**src/rtl/ram_write_port_pkg.sv**
```systemverilog
// ram_write_port_pkg
//   Shared definitions for the SRAM write port: FSM state encoding,
//   default write-cycle timing, SRAM address width and counter widths.
package ram_write_port_pkg;

  localparam int ADDR_BITS_DEF    = 19;
  localparam int SETUP_CYCLES_DEF = 1;
  localparam int PULSE_CYCLES_DEF = 2;
  localparam int HOLD_CYCLES_DEF  = 1;

  // Phase timer width; covers phase lengths up to 256 cycles.
  localparam int CNT_BITS = 8;

  localparam int COUNT_BITS = 20;
  localparam logic [COUNT_BITS-1:0] COUNT_MAX = '1;

  typedef enum logic [1:0] {
    S_IDLE  = 2'd0,
    S_SETUP = 2'd1,
    S_PULSE = 2'd2,
    S_HOLD  = 2'd3
  } state_t;

endpackage

```
**src/rtl/ram_write_port_slot.sv**
```systemverilog
// ram_write_port_slot
//   One-entry pending buffer for write requests that arrive while an SRAM
//   write cycle is in progress.
// Ports:
//   clock, reset_n          clock, async active-low reset
//   req                     request routed to the slot this cycle
//   req_address, req_data   request contents
//   drain                   slot contents are taken by the FSM this cycle
//   valid, address, data    slot contents
//   dropped                 pulse: request lost because the slot was full
module ram_write_port_slot
  import ram_write_port_pkg::*;
#(
  parameter int ADDR_BITS = ADDR_BITS_DEF
) (
  input  logic                 clock,
  input  logic                 reset_n,
  input  logic                 req,
  input  logic [ADDR_BITS-1:0] req_address,
  input  logic [7:0]           req_data,
  input  logic                 drain,
  output logic                 valid,
  output logic [ADDR_BITS-1:0] address,
  output logic [7:0]           data,
  output logic                 dropped
);

  logic load;

  // A drain in the same cycle frees the slot for the incoming request.
  assign load    = req && (!valid || drain);
  assign dropped = req && valid && !drain;

  always_ff @(posedge clock or negedge reset_n) begin
    if (!reset_n) begin
      valid   <= 1'b0;
      address <= '0;
      data    <= '0;
    end else if (load) begin
      valid   <= 1'b1;
      address <= req_address;
      data    <= req_data;
    end else if (drain) begin
      valid   <= 1'b0;
    end
  end

endmodule

```
**src/rtl/ram_write_port.sv**
```systemverilog
// ram_write_port
//   Turns one-cycle RAM write requests into timed external SRAM write cycles
//   (setup / WE# pulse / hold), with a one-entry pending buffer, a sticky
//   overrun flag, and a running byte checksum and write count.
// Ports:
//   clock, reset_n                       clock, async active-low reset
//   req_valid, req_address, req_data     write request strobe and contents
//   clear                                sync clear of checksum/count/overrun
//   idle                                 FSM idle and pending slot empty
//   sram_address, sram_data, sram_data_oe, sram_ce_n, sram_we_n, sram_oe_n
//                                        SRAM pins
//   checksum, write_count, overrun       load status
//
// state   | meaning
// S_IDLE  | no write in progress, SRAM pins inactive
// S_SETUP | CE# low, address/data driven, WE# high
// S_PULSE | WE# low
// S_HOLD  | WE# high, CE# low, address/data held
module ram_write_port
  import ram_write_port_pkg::*;
#(
  parameter int ADDR_BITS    = ADDR_BITS_DEF,
  parameter int SETUP_CYCLES = SETUP_CYCLES_DEF,
  parameter int PULSE_CYCLES = PULSE_CYCLES_DEF,
  parameter int HOLD_CYCLES  = HOLD_CYCLES_DEF
) (
  input  logic                  clock,
  input  logic                  reset_n,
  input  logic                  req_valid,
  input  logic [ADDR_BITS-1:0]  req_address,
  input  logic [7:0]            req_data,
  input  logic                  clear,
  output logic                  idle,
  output logic [ADDR_BITS-1:0]  sram_address,
  output logic [7:0]            sram_data,
  output logic                  sram_data_oe,
  output logic                  sram_ce_n,
  output logic                  sram_we_n,
  output logic                  sram_oe_n,
  output logic [15:0]           checksum,
  output logic [COUNT_BITS-1:0] write_count,
  output logic                  overrun
);

  localparam logic [CNT_BITS-1:0] SETUP_LOAD = CNT_BITS'(SETUP_CYCLES - 1);
  localparam logic [CNT_BITS-1:0] PULSE_LOAD = CNT_BITS'(PULSE_CYCLES - 1);
  localparam logic [CNT_BITS-1:0] HOLD_LOAD  = CNT_BITS'(HOLD_CYCLES - 1);

  state_t              state, state_nx;
  logic [CNT_BITS-1:0] cnt, cnt_nx;

  logic                 phase_done;
  logic                 hold_done;
  logic                 fsm_free;
  logic                 start_direct;
  logic                 start_pend;
  logic                 slot_req;
  logic                 slot_valid;
  logic [ADDR_BITS-1:0] slot_address;
  logic [7:0]           slot_data;
  logic                 slot_dropped;

  assign phase_done = (cnt == '0);
  assign hold_done  = (state == S_HOLD) && phase_done;

  // The active registers can take a new request either when idle or when
  // the current write ends with nothing pending; in the latter case the
  // next write starts without an idle gap.
  assign fsm_free     = (state == S_IDLE) || (hold_done && !slot_valid);
  assign start_direct = req_valid && fsm_free;
  assign start_pend   = hold_done && slot_valid;
  assign slot_req     = req_valid && !fsm_free;

  ram_write_port_slot #(
    .ADDR_BITS (ADDR_BITS)
  ) u_slot (
    .clock       (clock),
    .reset_n     (reset_n),
    .req         (slot_req),
    .req_address (req_address),
    .req_data    (req_data),
    .drain       (start_pend),
    .valid       (slot_valid),
    .address     (slot_address),
    .data        (slot_data),
    .dropped     (slot_dropped)
  );

  always_ff @(posedge clock or negedge reset_n) begin
    if (!reset_n) begin
      state <= S_IDLE;
      cnt   <= '0;
    end else begin
      state <= state_nx;
      cnt   <= cnt_nx;
    end
  end

  always_comb begin
    state_nx     = state;
    cnt_nx       = phase_done ? cnt : cnt - CNT_BITS'(1);
    sram_ce_n    = 1'b0;
    sram_we_n    = 1'b1;
    sram_data_oe = 1'b1;
    sram_oe_n    = 1'b1;
    case (state)
      S_IDLE: begin
        sram_ce_n    = 1'b1;
        sram_data_oe = 1'b0;
        if (start_direct) begin
          state_nx = S_SETUP;
          cnt_nx   = SETUP_LOAD;
        end
      end
      S_SETUP: begin
        if (phase_done) begin
          state_nx = S_PULSE;
          cnt_nx   = PULSE_LOAD;
        end
      end
      S_PULSE: begin
        sram_we_n = 1'b0;
        if (phase_done) begin
          state_nx = S_HOLD;
          cnt_nx   = HOLD_LOAD;
        end
      end
      S_HOLD: begin
        if (phase_done) begin
          if (start_pend || start_direct) begin
            state_nx = S_SETUP;
            cnt_nx   = SETUP_LOAD;
          end else begin
            state_nx = S_IDLE;
          end
        end
      end
      default: begin
        state_nx = S_IDLE;
        cnt_nx   = '0;
      end
    endcase
  end

  always_ff @(posedge clock or negedge reset_n) begin
    if (!reset_n) begin
      sram_address <= '0;
      sram_data    <= '0;
    end else if (start_pend) begin
      sram_address <= slot_address;
      sram_data    <= slot_data;
    end else if (start_direct) begin
      sram_address <= req_address;
      sram_data    <= req_data;
    end
  end

  // A clear in the same cycle as a completion discards that completion.
  always_ff @(posedge clock or negedge reset_n) begin
    if (!reset_n) begin
      checksum    <= '0;
      write_count <= '0;
      overrun     <= 1'b0;
    end else if (clear) begin
      checksum    <= '0;
      write_count <= '0;
      overrun     <= 1'b0;
    end else begin
      if (hold_done) begin
        checksum <= checksum + {8'h00, sram_data};
        if (write_count != COUNT_MAX) begin
          write_count <= write_count + COUNT_BITS'(1);
        end
      end
      if (slot_dropped) begin
        overrun <= 1'b1;
      end
    end
  end

  assign idle = (state == S_IDLE) && !slot_valid;

endmodule

```
**config.mk**
```make
export PLATFORM = sky130hd
export DESIGN_NAME = ram_write_port
export DESIGN_NICKNAME = d
export VERILOG_FILES = /design/src/rtl/ram_write_port_pkg.sv /design/src/rtl/ram_write_port_slot.sv /design/src/rtl/ram_write_port.sv
export SDC_FILE = /design/constraint.sdc
export NUM_CORES = 1
export LEC_CHECK = 0
export CAP_MARGIN = 30
export CORE_ASPECT_RATIO = 0.5
export CORE_MARGIN = 1.5
export CORE_UTILIZATION = 25
export CTS_CLUSTER_SIZE = 20
export DETAILED_ROUTE_END_ITERATION = 12
export GPL_TIMING_DRIVEN = 0
export PLACE_DENSITY_LB_ADDON = 0.05
export REMOVE_ABC_BUFFERS = 1
export SKIP_LAST_GASP = 1
export SYNTH_ARGS = -nofsm -noshare
export SYNTH_HDL_FRONTEND = slang
export SYNTH_HIERARCHICAL = 1
export SYNTH_SLANG_ARGS = --single-unit
```
**constraint.sdc**
```tcl
create_clock -name clock -period 3.2 [get_ports clock]
set_clock_uncertainty 0.05 [all_clocks]
set_input_delay 0.32 -clock clock [delete_from_list [all_inputs] [get_ports clock]]
set_output_delay 0.32 -clock clock [all_outputs]
set_load 0.01 [all_outputs]
```
==> flow_metrics.py, run 1 <==
metrics = {
    "status": {
        "status": "completed",
    },
    "global_route": {
        "grt_usage_pct": 12.6,
        "grt_pass1_wl_microns": 21900,
        "grt_overflow": 0,
        "antenna_found_initial": 0,
        "grt_start_max_net_pins": 86,
        "grt_pass1_vias": 3983,
    },
    "setup_path": {
        "r2r_setup_slack_ns": 0.23,
        "max_stage_delay_ns": 0.80,
        "crit_arrival_ns": 3.16,
        "r2r-start": "state[1]",
        "cp.required_ns": 3.39,
        "cpMaxStageDelayCell": "and2_2",
        "crit_start": "state[1]",
        "endpoint_kind": "register",
        "path_cells": "ha_1 -> nand4bb_1 -> nor2_4 -> nand2_4 -> and2_2 -> mux2_2",
        "cp-start-kind": "register",
        "cp_max_fo": 29,
        "timing.rr.end": "sram_address[0]",
        "reg2regPathDepth": 6,
        "crit_type": "register to register",
    },
    "logic_synthesis": {
        "synthFlopType": "dfrtp_1",
        "yosys.cell_types.count": 64,
        "ys_async_sr_fraction_pct": 100,
        "synth_area_leaders": "dfrtp_1 47%, mux2_2 12%, mux2_4 5.5%",
        "synth_seq_cells": 102,
        "synth_edf_count": 0,
        "yosysTopAreaCellShare_pct": 46.6,
        "netlist_instances": 486,
        "synth_area_sq_um": 5480,
        "syn_avg_cell_area_sq_um": 11.3,
        "synth_largest_area_cell": "dfrtp_1",
        "yosysWarnings": 6,
        "synth_seq_area_share_pct": 46.6,
    },
    "clock_tree": {
        "cts_root_buffer": "clkbuf_16",
        "clkTransAtPathRegs_ns": 0.07,
        "cts_tree": "built",
        "numCtsBuffers": 9,
        "cts_num_sinks": 102,
        "clk_path_buf_depth": 2,
        "htreeDepth": 3,
        "clk-insertion-delay-late_ns": 0.36,
    },
    "placement": {
        "place_inst": 866,
        "routabilityCongestion": 0.689,
        "io_buffers": 98,
        "hpwl_microns": 8920,
    },
    "cells_and_area": {
        "nNetsFinal": 630,
        "fillers": 2238,
        "layout.cells.non_filler": 885,
        "multi_input_comb_area_sq_um": 2760,
        "seq_area_sq_um": 2550,
        "final_layout_size_suffix_gt1_share_pct": 19.0,
        "antenna_cells": 0,
        "area_growth_syn_to_layout_pct": 30.1,
    },
    "pwr": {
        "pwr_density_cell_nw_per_um2": 369,
        "vdd_ir_drop_max_mv": 0.205,
        "p_leak_uw": 0.00310,
        "p_total_uw": 2630,
    },
    "die": {
        "coreArea_sq_um": 21600,
        "ioPinCount": 100,
        "num_rows": 38,
        "die_area_sq_um": 22900,
        "die_h_microns": 108,
        "dieWidth_microns": 212,
        "start_util_pct": 25.4,
    },
    "timing": {
        "worstMarginPinSlew_ns": 0.942,
        "slew_headroom_pct": 36.7,
        "rsz0062_at_grt": "true",
        "fin_crit_ns": 2.97,
        "fmax_ghz": 0.337,
        "finalSetupViolCount": 0,
        "fin_crit_sh_pct": 92.7,
        "drv_slew": 0,
        "hold_viol": 0,
    },
    "min_path": {
        "min_path_type": "primary input to async pin",
    },
    "drt": {
        "drc": 0,
        "drt_pass1_iterations": 4,
        "post_drt_wl_per_cell_microns": 15.8,
        "routed_wl_microns": 14000,
        "antenna_left": 0,
        "vias": 3993,
        "routed_via_density": 4.51,
        "initialDrtViolationCount": 100,
    },
    "job": {
        "drv_cap": 0,
    },
}
-- logic make-up (layout without fill, tap and decap cells) --
family	count (synthesis)	count (layout)	share of synthesized area [%]
AOI/OAI and AO/OA	85	85	10.1
xor gates and xnor gates	14	14	2.24
adders and majority gates	19	19	4.48
buffers and inverters	41	139	3.68
DFF	102	102	46.6
muxes	85	85	18.8
other	1	1	0.0685
and+or+nand+nor	139	140	14.0
-- worst max path at each step --
stage	to	slack (ns)	depth (start not counted)
floorplan	sram_address[0]	0.05	5
global placement	sram_address[3]	-2.87	1
detailed placement	sram_address[10]	-0.65	6
CTS	u_slot/data[7]	0.08	7
global route	sram_data[4]	-0.005	6
finish	sram_address[0]	0.23	6
-- layout by cell type, fill, tap and decap left out, types with 3 or more instances in the layout --
cell             instances
and3_1                   4
or3_1                   13
nor4_1                   5
xor2_1                   4
a31oi_1                  4
nand3_1                  8
clkbuf_16                9
or4_1                    4
and4_1                   3
a21o_1                   5
o31ai_1                  8
nor2_1                  30
a211oi_1                 5
mux2_1                   7
nand2b_1                 6
nand2_4                  3
and2_1                   3
ha_1                    18
nor3_1                  10
a21oi_1                 26
clkdlybuf4s50_1         96
nand2_1                 27
mux2_4                  20
dfrtp_1                102
xnor2_1                 10
inv_1                   20
o21ai_0                 17
nand4_1                  6
mux2_2                  56
-- power by group --
part	switching, uW	leakage (uW)	internal (uW)
registers	0.616	0.00139	1290
logic	55.2	0.00155	52.9
clock network	529	0.000154	705
-- synth_stat cells (all sizes together), types with 8 or more instances --
library cell / n
nor2: 31
a21oi: 26
dfrtp: 102
or3: 13
ha: 18
inv: 20
nand3: 8
clkbuf: 14
o31ai: 8
nor3: 10
xnor2: 10
nand2: 29
mux2: 83
o21ai: 17
-- sequential cells by signal, indices dropped and copies added (netlist names), 2 cells and up --
register / count
u_slot/address: 19
state: 2
u_slot/data: 8
sram_data: 8
sram_address: 19
cnt: 8
checksum: 16
write_count: 20
-- worst max-delay path, delay by kind of cell (launching register included) --
| kind | cells | cell delay [ns] |
|---|---|---|
| AND/OR/NAND/NOR | 4 | 1.64 |
| flip-flops | 1 | 0.43 |
| multiplexers | 1 | 0.41 |
| adder cells (fa/ha/maj) | 1 | 0.30 |
-- stage by stage --
stage / TNS [ns] / utilization (%) / cell area (sq um) / setup slack [ns] / hold slack [ns]
6_report: 0 / 33.0 / 7130 / 0.233 / 0.307
5_1_grt: -0.00471 / 33.0 / 7130 / -0.00471 / 0.310
4_1_cts: 0 / 32.9 / 7100 / 0.0766 / 0.290
3_5_place_dp: -34.19 / 31.3 / 6750 / -0.652 / 0.127
3_3_place_gp: -360.77 / 31.1 / 6710 / -2.87 / 0.433
2_1_floorplan: 0 / - / 5350 / 0.0533 / -0.0256
-- per-layer routing --
metal	routed length, microns	GRT usage (%)
met1	6800	16.5
met2	6390	19.8
met3	664	4.38
met4	114	3.29
met5	0	0
-- cell type report --
cell class	instances	share of cell area [%]
clock buffer	10	3.35
inverter	20	1.05
multi-input combinational	344	38.8
clock inverter	6	1.19
timing repair buffer	103	14.6
sequential	102	35.8
tap	300	5.27
-- what timing repair did --
item / CTS / global route
hold buffers: 1 / 0
gates resized for setup: 3 / 4
buffers inserted: 1 / 0
setup endpoints to repair: 55 / 27
hold endpoints to repair: 17 / 0
gates cloned: 0 / 1
pin swaps: 1 / 1
Power figures use the tool's default switching activity.
==> inputs of run 2 (changes only) <==
Settings changed: ABC_AREA set to 1.
==> run 2 against run 1 <==
Core utilization up 0.065 points. Sequential power increased by 50%. Die area is 4.4% higher. First-iteration DRC count rose to 2.7 times the previous value. Routed wire length grew 24%. Total power increased by 97%. Clock power about the same. Fmax grew 6.4%. Clock-buffer cell count increased by 2. Global-route usage rose by 2.2 points. Synthesized cell count up 49%. Cell count increased by 26%. Largest cell class unchanged. Largest power group is now combinational cells. Highest routed layer unchanged.
==> flow_metrics.py, run 2 <==
metrics = {
    "drt": {
        "drc": 0,
        "routed_via_density": 4.51,
        "routed_wl_microns": 17300,
        "antenna_left": 0,
        "initialDrtViolationCount": 265,
        "drt_pass1_iterations": 5,
        "vias": 5029,
        "post_drt_wl_per_cell_microns": 15.5,
    },
    "setup_path": {
        "r2r-start": "write_count[0]",
        "timing.rr.end": "write_count[4]",
        "reg2regPathDepth": 10,
        "r2r_setup_slack_ns": 0.41,
        "crit_arrival_ns": 2.97,
        "cp.required_ns": 3.38,
        "endpoint_kind": "register",
        "cp-start-kind": "primary input",
        "cp_max_fo": 33,
        "crit_type": "primary input to register",
    },
    "global_route": {
        "grt_pass1_vias": 4901,
        "grt_start_max_net_pins": 74,
        "grt_pass1_wl_microns": 27300,
        "grt_overflow": 0,
        "grt_usage_pct": 14.8,
        "antenna_found_initial": 0,
    },
    "placement": {
        "place_area_sq_um": 6950,
        "post-place-ws_ns": -0.217,
        "io_buffers": 98,
        "routabilityCongestion": 0.776,
        "place_inst": 1096,
        "hpwl_microns": 11400,
    },
    "timing": {
        "slew_headroom_pct": 41.2,
        "fin_crit_ns": 2.79,
        "drv_slew": 0,
        "hold_viol": 0,
        "fmax_ghz": 0.359,
        "setup-tns-final_ns": 0,
        "fin_crit_sh_pct": 87.1,
        "worstMarginPinSlew_ns": 0.880,
        "finalSetupViolCount": 0,
        "fin_ws_ns": 0.412,
        "rsz0062_at_grt": "false",
    },
    "logic_synthesis": {
        "synthFlopType": "dfrtp_1",
        "synth.most_common_cell": "nand2_1",
        "yosys.cell_types.count": 38,
        "yosysWarnings": 6,
        "synth_seq_cells": 102,
        "synth_seq_area_share_pct": 44.6,
        "synth_area_sq_um": 5720,
        "ys_async_sr_fraction_pct": 100,
        "synth_edf_count": 0,
        "synth_commonest_cells": "216 x nand2_1, 102 x dfrtp_1, 91 x nand3_1, 62 x nor2_1, 47 x inv_1",
        "netlist_instances": 725,
        "synth_area_leaders": "dfrtp_1 45%, nand2_1 14%, nand3_1 8.0%",
        "syn_avg_cell_area_sq_um": 7.89,
        "yosysTopAreaCellShare_pct": 44.6,
        "synth_largest_area_cell": "dfrtp_1",
    },
    "pwr": {
        "vdd_ir_drop_max_mv": 0.259,
        "p_leak_uw": 0.00336,
        "pwr_density_cell_nw_per_um2": 710,
    },
    "die": {
        "dieWidth_microns": 217,
        "coreArea_sq_um": 22100,
        "die_area_sq_um": 23900,
        "die_h_microns": 110,
        "num_rows": 38,
        "ioPinCount": 100,
        "start_util_pct": 25.9,
    },
    "cells_and_area": {
        "largestRegisters": "write_count x20, sram_address x19, u_slot/address x19",
        "finish.utilization_pct": 33.1,
        "final_layout_size_suffix_gt1_share_pct": 7.86,
        "largest_reg_flops": 20,
        "layout.cells.non_filler": 1115,
        "final_cell_mix": "216 x nand2_1, 102 x dfrtp_1, 97 x clkdlybuf4s50_1, 91 x nand3_1, 61 x nor2_1",
        "fillers": 2383,
        "largest-register": "write_count",
        "area_growth_syn_to_layout_pct": 27.6,
        "final_common_cell": "nand2_1",
        "nNetsFinal": 859,
        "finish.instance_area_sq_um": 7300,
    },
    "clock_tree": {
        "clk-insertion-delay-late_ns": 0.35,
        "clk_path_buf_depth": 2,
        "htreeDepth": 3,
        "cts_root_buffer": "clkbuf_16",
        "cts_setup_buffers": 0,
        "clkTransAtPathRegs_ns": 0.07,
        "numCtsBuffers": 9,
        "cts_num_sinks": 102,
        "cts_tree": "built",
    },
    "status": {
        "status": "completed",
    },
    "job": {
        "drv_cap": 0,
    },
    "min_path": {
        "min_path_type": "primary input to async pin",
    },
}
==> run 2: area by class of cell <==
class	count	area [sq um]	area share (%)
clock inverter	4	70.1	0.960
sequential	102	2550	35.0
timing repair buffer	102	1070	14.6
tap	300	375	5.14
inverter	50	188	2.57
antenna	1	2.50	0.0343
multi-input combinational	544	2800	38.3
clock buffer	12	246	3.38
==> run 2: logic make-up (layout without fill, tap and decap cells) <==
kind of cell	after synthesis	count (layout)	synth area share [%]
AND/OR/NAND/NOR	427	428	32.7
flip-flops	102	102	44.6
AO/OA/AOI/OAI	82	82	9.18
buffers and inverters	80	168	7.02
adder cells (fa/ha/maj)	19	19	4.29
XOR/XNOR	14	14	2.14
other	1	2	0.0655
==> run 2: how the worst max path moves through the flow <==
stage,slack [ns],end,cells past startpoint,startpoint
final,0.41,write_count[4],7,clear
after global routing,0.04,write_count[4],9,write_count[0]
after CTS,0.006,u_slot/address[17],11,cnt[0]
after detailed placement,-0.22,u_slot/address[17],11,cnt[0]
after global placement,-2.89,write_count[19],1,reset_n
after floorplan,0.50,u_slot/address[0],8,state[0]
==> run 2: repair_timing <==
action / CTS / global route
cloned: 0 / 1
gates resized for setup: 1 / 2
endpoints found under the hold margin: 29 / 0
pin swaps: 0 / 1
hold buffers: 1 / 0
endpoints found under the setup margin: 27 / 52
==> run 2: per-stage QoR <==
step | total power, uW | hold slack, ns
CTS | 5250 | 0.375
floorplan | 3080 | -0.0256
global route | 5590 | 0.383
global placement | 3940 | 0.405
finish | 5180 | 0.368
detailed placement | 3990 | 0.177
==> run 2: layer usage <==
metal	share of wire [%]	GRT usage [%]	up-vias
li1	-	-	2536
met1	53	21.4	2408
met2	43	22.8	75
met3	3.3	3.37	10
met4	0.65	2.68	0
met5	0	0	-
==> run 2: power by group <==
part           internal [uW]  switching, uW
Combinational            883           1140
Sequential              1660            274
Clock                    707            507
==> run 2: critical path: stages <==
cell and delay (ns):
clkdlybuf4s50_1 0.66, inv_2 0.52, nand2_1 0.44, nand2_2 0.57, inv_1 0.26, nand2_1 0.10
o21ai_0 0.08
==> inputs of run 3 (changes only) <==
Settings changed: CORE_ASPECT_RATIO 0.5 to 2.
==> run 3 against run 2 <==
Cell count decreased by 1.8%. Clock power barely moved. Via count increased by 0.64%. Largest power group unchanged. Highest routed layer unchanged.
==> flow_metrics.py, run 3 (synthesized netlist as in run 2, its figures left out) <==
metrics = {
    "setup_path": {
        "cp-start-kind": "register",
        "cpMostUsedCell": "nand2_1",
        "crit_arrival_ns": 3.11,
        "worst-path-buf-inv": 2,
        "cp.required_ns": 3.46,
        "critPathTopFamily": "simple AND/OR/NAND/NOR gates",
        "path_cells": "inv_1 -> ha_1 -> nand2_1 -> nor2_4 -> nand3_1 -> nand2_1 -> nand2_1 -> buf_16 -> nand2_4 -> nand2_1 -> nand2_1 -> nand2_1 -> nand2_1",
        "reg2regPathDepth": 13,
        "worst-path-stages": 13,
        "cpMaxStageDelayCell": "nand2_1",
        "cp_max_fo": 28,
        "endpoint_kind": "register",
        "max_stage_delay_ns": 0.49,
        "crit_type": "register to register",
    },
    "drt": {
        "vias": 5061,
        "drt_pass1_iterations": 4,
        "drc": 0,
        "routed_via_density": 4.62,
        "antenna_left": 0,
        "routed_wl_microns": 17000,
        "post_drt_wl_per_cell_microns": 15.6,
        "initialDrtViolationCount": 190,
    },
    "cells_and_area": {
        "final_common_cell": "nand2_1",
        "final_layout_size_suffix_gt1_share_pct": 8.22,
        "fillers": 2365,
        "finish.utilization_pct": 32.3,
        "final_cell_mix": "216 x nand2_1, 102 x dfrtp_1, 97 x clkdlybuf4s50_1, 91 x nand3_1, 61 x nor2_1",
        "largest_reg_flops": 20,
        "antenna_cells": 0,
        "nNetsFinal": 860,
        "largest-register": "write_count",
        "largestRegisters": "write_count x20, sram_address x19, u_slot/address x19",
        "area_growth_syn_to_layout_pct": 27.1,
    },
    "clock_tree": {
        "numCtsBuffers": 9,
        "cts_root_buffer": "clkbuf_16",
        "htreeDepth": 3,
        "cts_tree": "built",
        "clk-insertion-delay-late_ns": 0.38,
        "clkTransAtPathRegs_ns": 0.07,
        "cts_setup_buffers": 0,
        "clk_path_buf_depth": 2,
        "cts_num_sinks": 102,
    },
    "global_route": {
        "grt_pass1_vias": 5084,
        "grt_overflow": 0,
        "grt_start_max_net_pins": 81,
        "antenna_found_initial": 0,
        "grt_usage_pct": 15.1,
        "grt_pass1_wl_microns": 27100,
    },
    "min_path": {
        "min_path_type": "primary input to async pin",
    },
    "pwr": {
        "vdd_ir_drop_max_mv": 0.354,
        "p_leak_uw": 0.00336,
        "p_total_uw": 5140,
        "pwr_density_cell_nw_per_um2": 707,
    },
    "die": {
        "die_h_microns": 217,
        "dieWidth_microns": 110,
        "ioPinCount": 100,
        "die_area_sq_um": 23900,
        "coreArea_sq_um": 22500,
        "start_util_pct": 25.4,
        "num_rows": 78,
    },
    "timing": {
        "timing.hold.ws_ns": 0.333,
        "drv_slew": 0,
        "worstMarginPinSlew_ns": 0.828,
        "fin_crit_sh_pct": 89.1,
        "rsz0062_at_grt": "false",
        "finalSetupViolCount": 0,
        "fin_crit_ns": 2.85,
        "hold_viol": 0,
        "slew_headroom_pct": 44.6,
        "fmax_ghz": 0.351,
    },
    "placement": {
        "io_buffers": 98,
        "hpwl_microns": 11900,
        "routabilityCongestion": 0.828,
    },
    "status": {
        "status": "completed",
    },
    "job": {
        "drv_cap": 0,
    },
}
==> run 3: changes by cell type in the layout (fill, tap and decap cells not counted) <==
| cell | change |
|---|---|
| clkbuf_1 | -2 |
| clkinvlp_4 | +1 |
| buf_8 | +1 |
| bufinv_16 | -1 |
| clkinv_2 | -1 |
| clkinv_4 | +2 |
| nor2_2 | +1 |
| diode_2 | -1 |
| inv_6 | +1 |
| nor2_4 | -1 |
==> run 3: what timing repair did <==
item                                   4_1_cts  5_1_grt
setup endpoints to repair                   37       28
pin swaps                                    0        1
hold buffers                                 1        0
gates resized for setup                      2        1
endpoints found under the hold margin       22        0
cloned                                       0        1
==> run 3: routing by layer <==
metal	vias to the layer above	global-route usage [%]	part of all wire, %
met5	-	0	0
met2	106	26.5	52
met3	21	3.74	4.7
li1	2547	-	-
met4	0	6.88	2.7
met1	2387	16.8	40
==> run 3: path summary, 6_finish.rpt <==
kind,startpoint,end,slack (ns)
worst min-delay path,reset_n,sram_address[2],0.33
max in group asynchronous,reset_n,sram_data[4],2.06
worst max register to register,cnt[0],state[0],0.35
min in group clock,u_slot/data[2],u_slot/data[2],0.42
worst max-delay path,cnt[0],state[0],0.35
worst min register to register,u_slot/data[2],u_slot/data[2],0.42
==> run 3: worst reg2reg max path, stage by stage, from the launching register on <==
cell and delay, ns:
dfrtp_1 0.39, inv_1 0.13, ha_1 0.16, nand2_1 0.08, nor2_4 0.19, nand3_1 0.14, nand2_1 0.12, nand2_1 0.49
buf_16 0.38, nand2_4 0.35, nand2_1 0.13, nand2_1 0.08, nand2_1 0.04, nand2_1 0.06
==> run 3: cell type report <==
class	count	area, sq um	area share, %
clock inverters	6	68.8	0.946
well taps	280	350	4.82
flip-flops and latches	102	2550	35.1
inverters	50	188	2.58
multi-input cells	544	2790	38.4
repair buffers	103	1080	14.9
clock buffers	10	239	3.29
==> run 3: where the power goes <==
group	internal (uW)	leakage, uW	switching (uW)	total [uW]
logic	894	0.00188	1130	2030
registers	1660	0.00133	269	1930
clock network	633	0.000149	547	1180
==> run 3: stage by stage <==
| step | worst slack, ns | instances | TNS, ns | cell area [sq um] |
|---|---|---|---|---|
| 3_5_place_dp | -0.118 | 1077 | -2.96 | 6930 |
| 3_3_place_gp | -2.80 | 1073 | -321.24 | 6840 |
| 6_report | 0.350 | 1095 | 0 | 7270 |
| 5_1_grt | 0.0332 | 1095 | 0 | 7270 |
| 4_1_cts | 0.101 | 1094 | 0 | 7260 |
| 2_1_floorplan | 0.504 | 695 | 0 | 5510 |
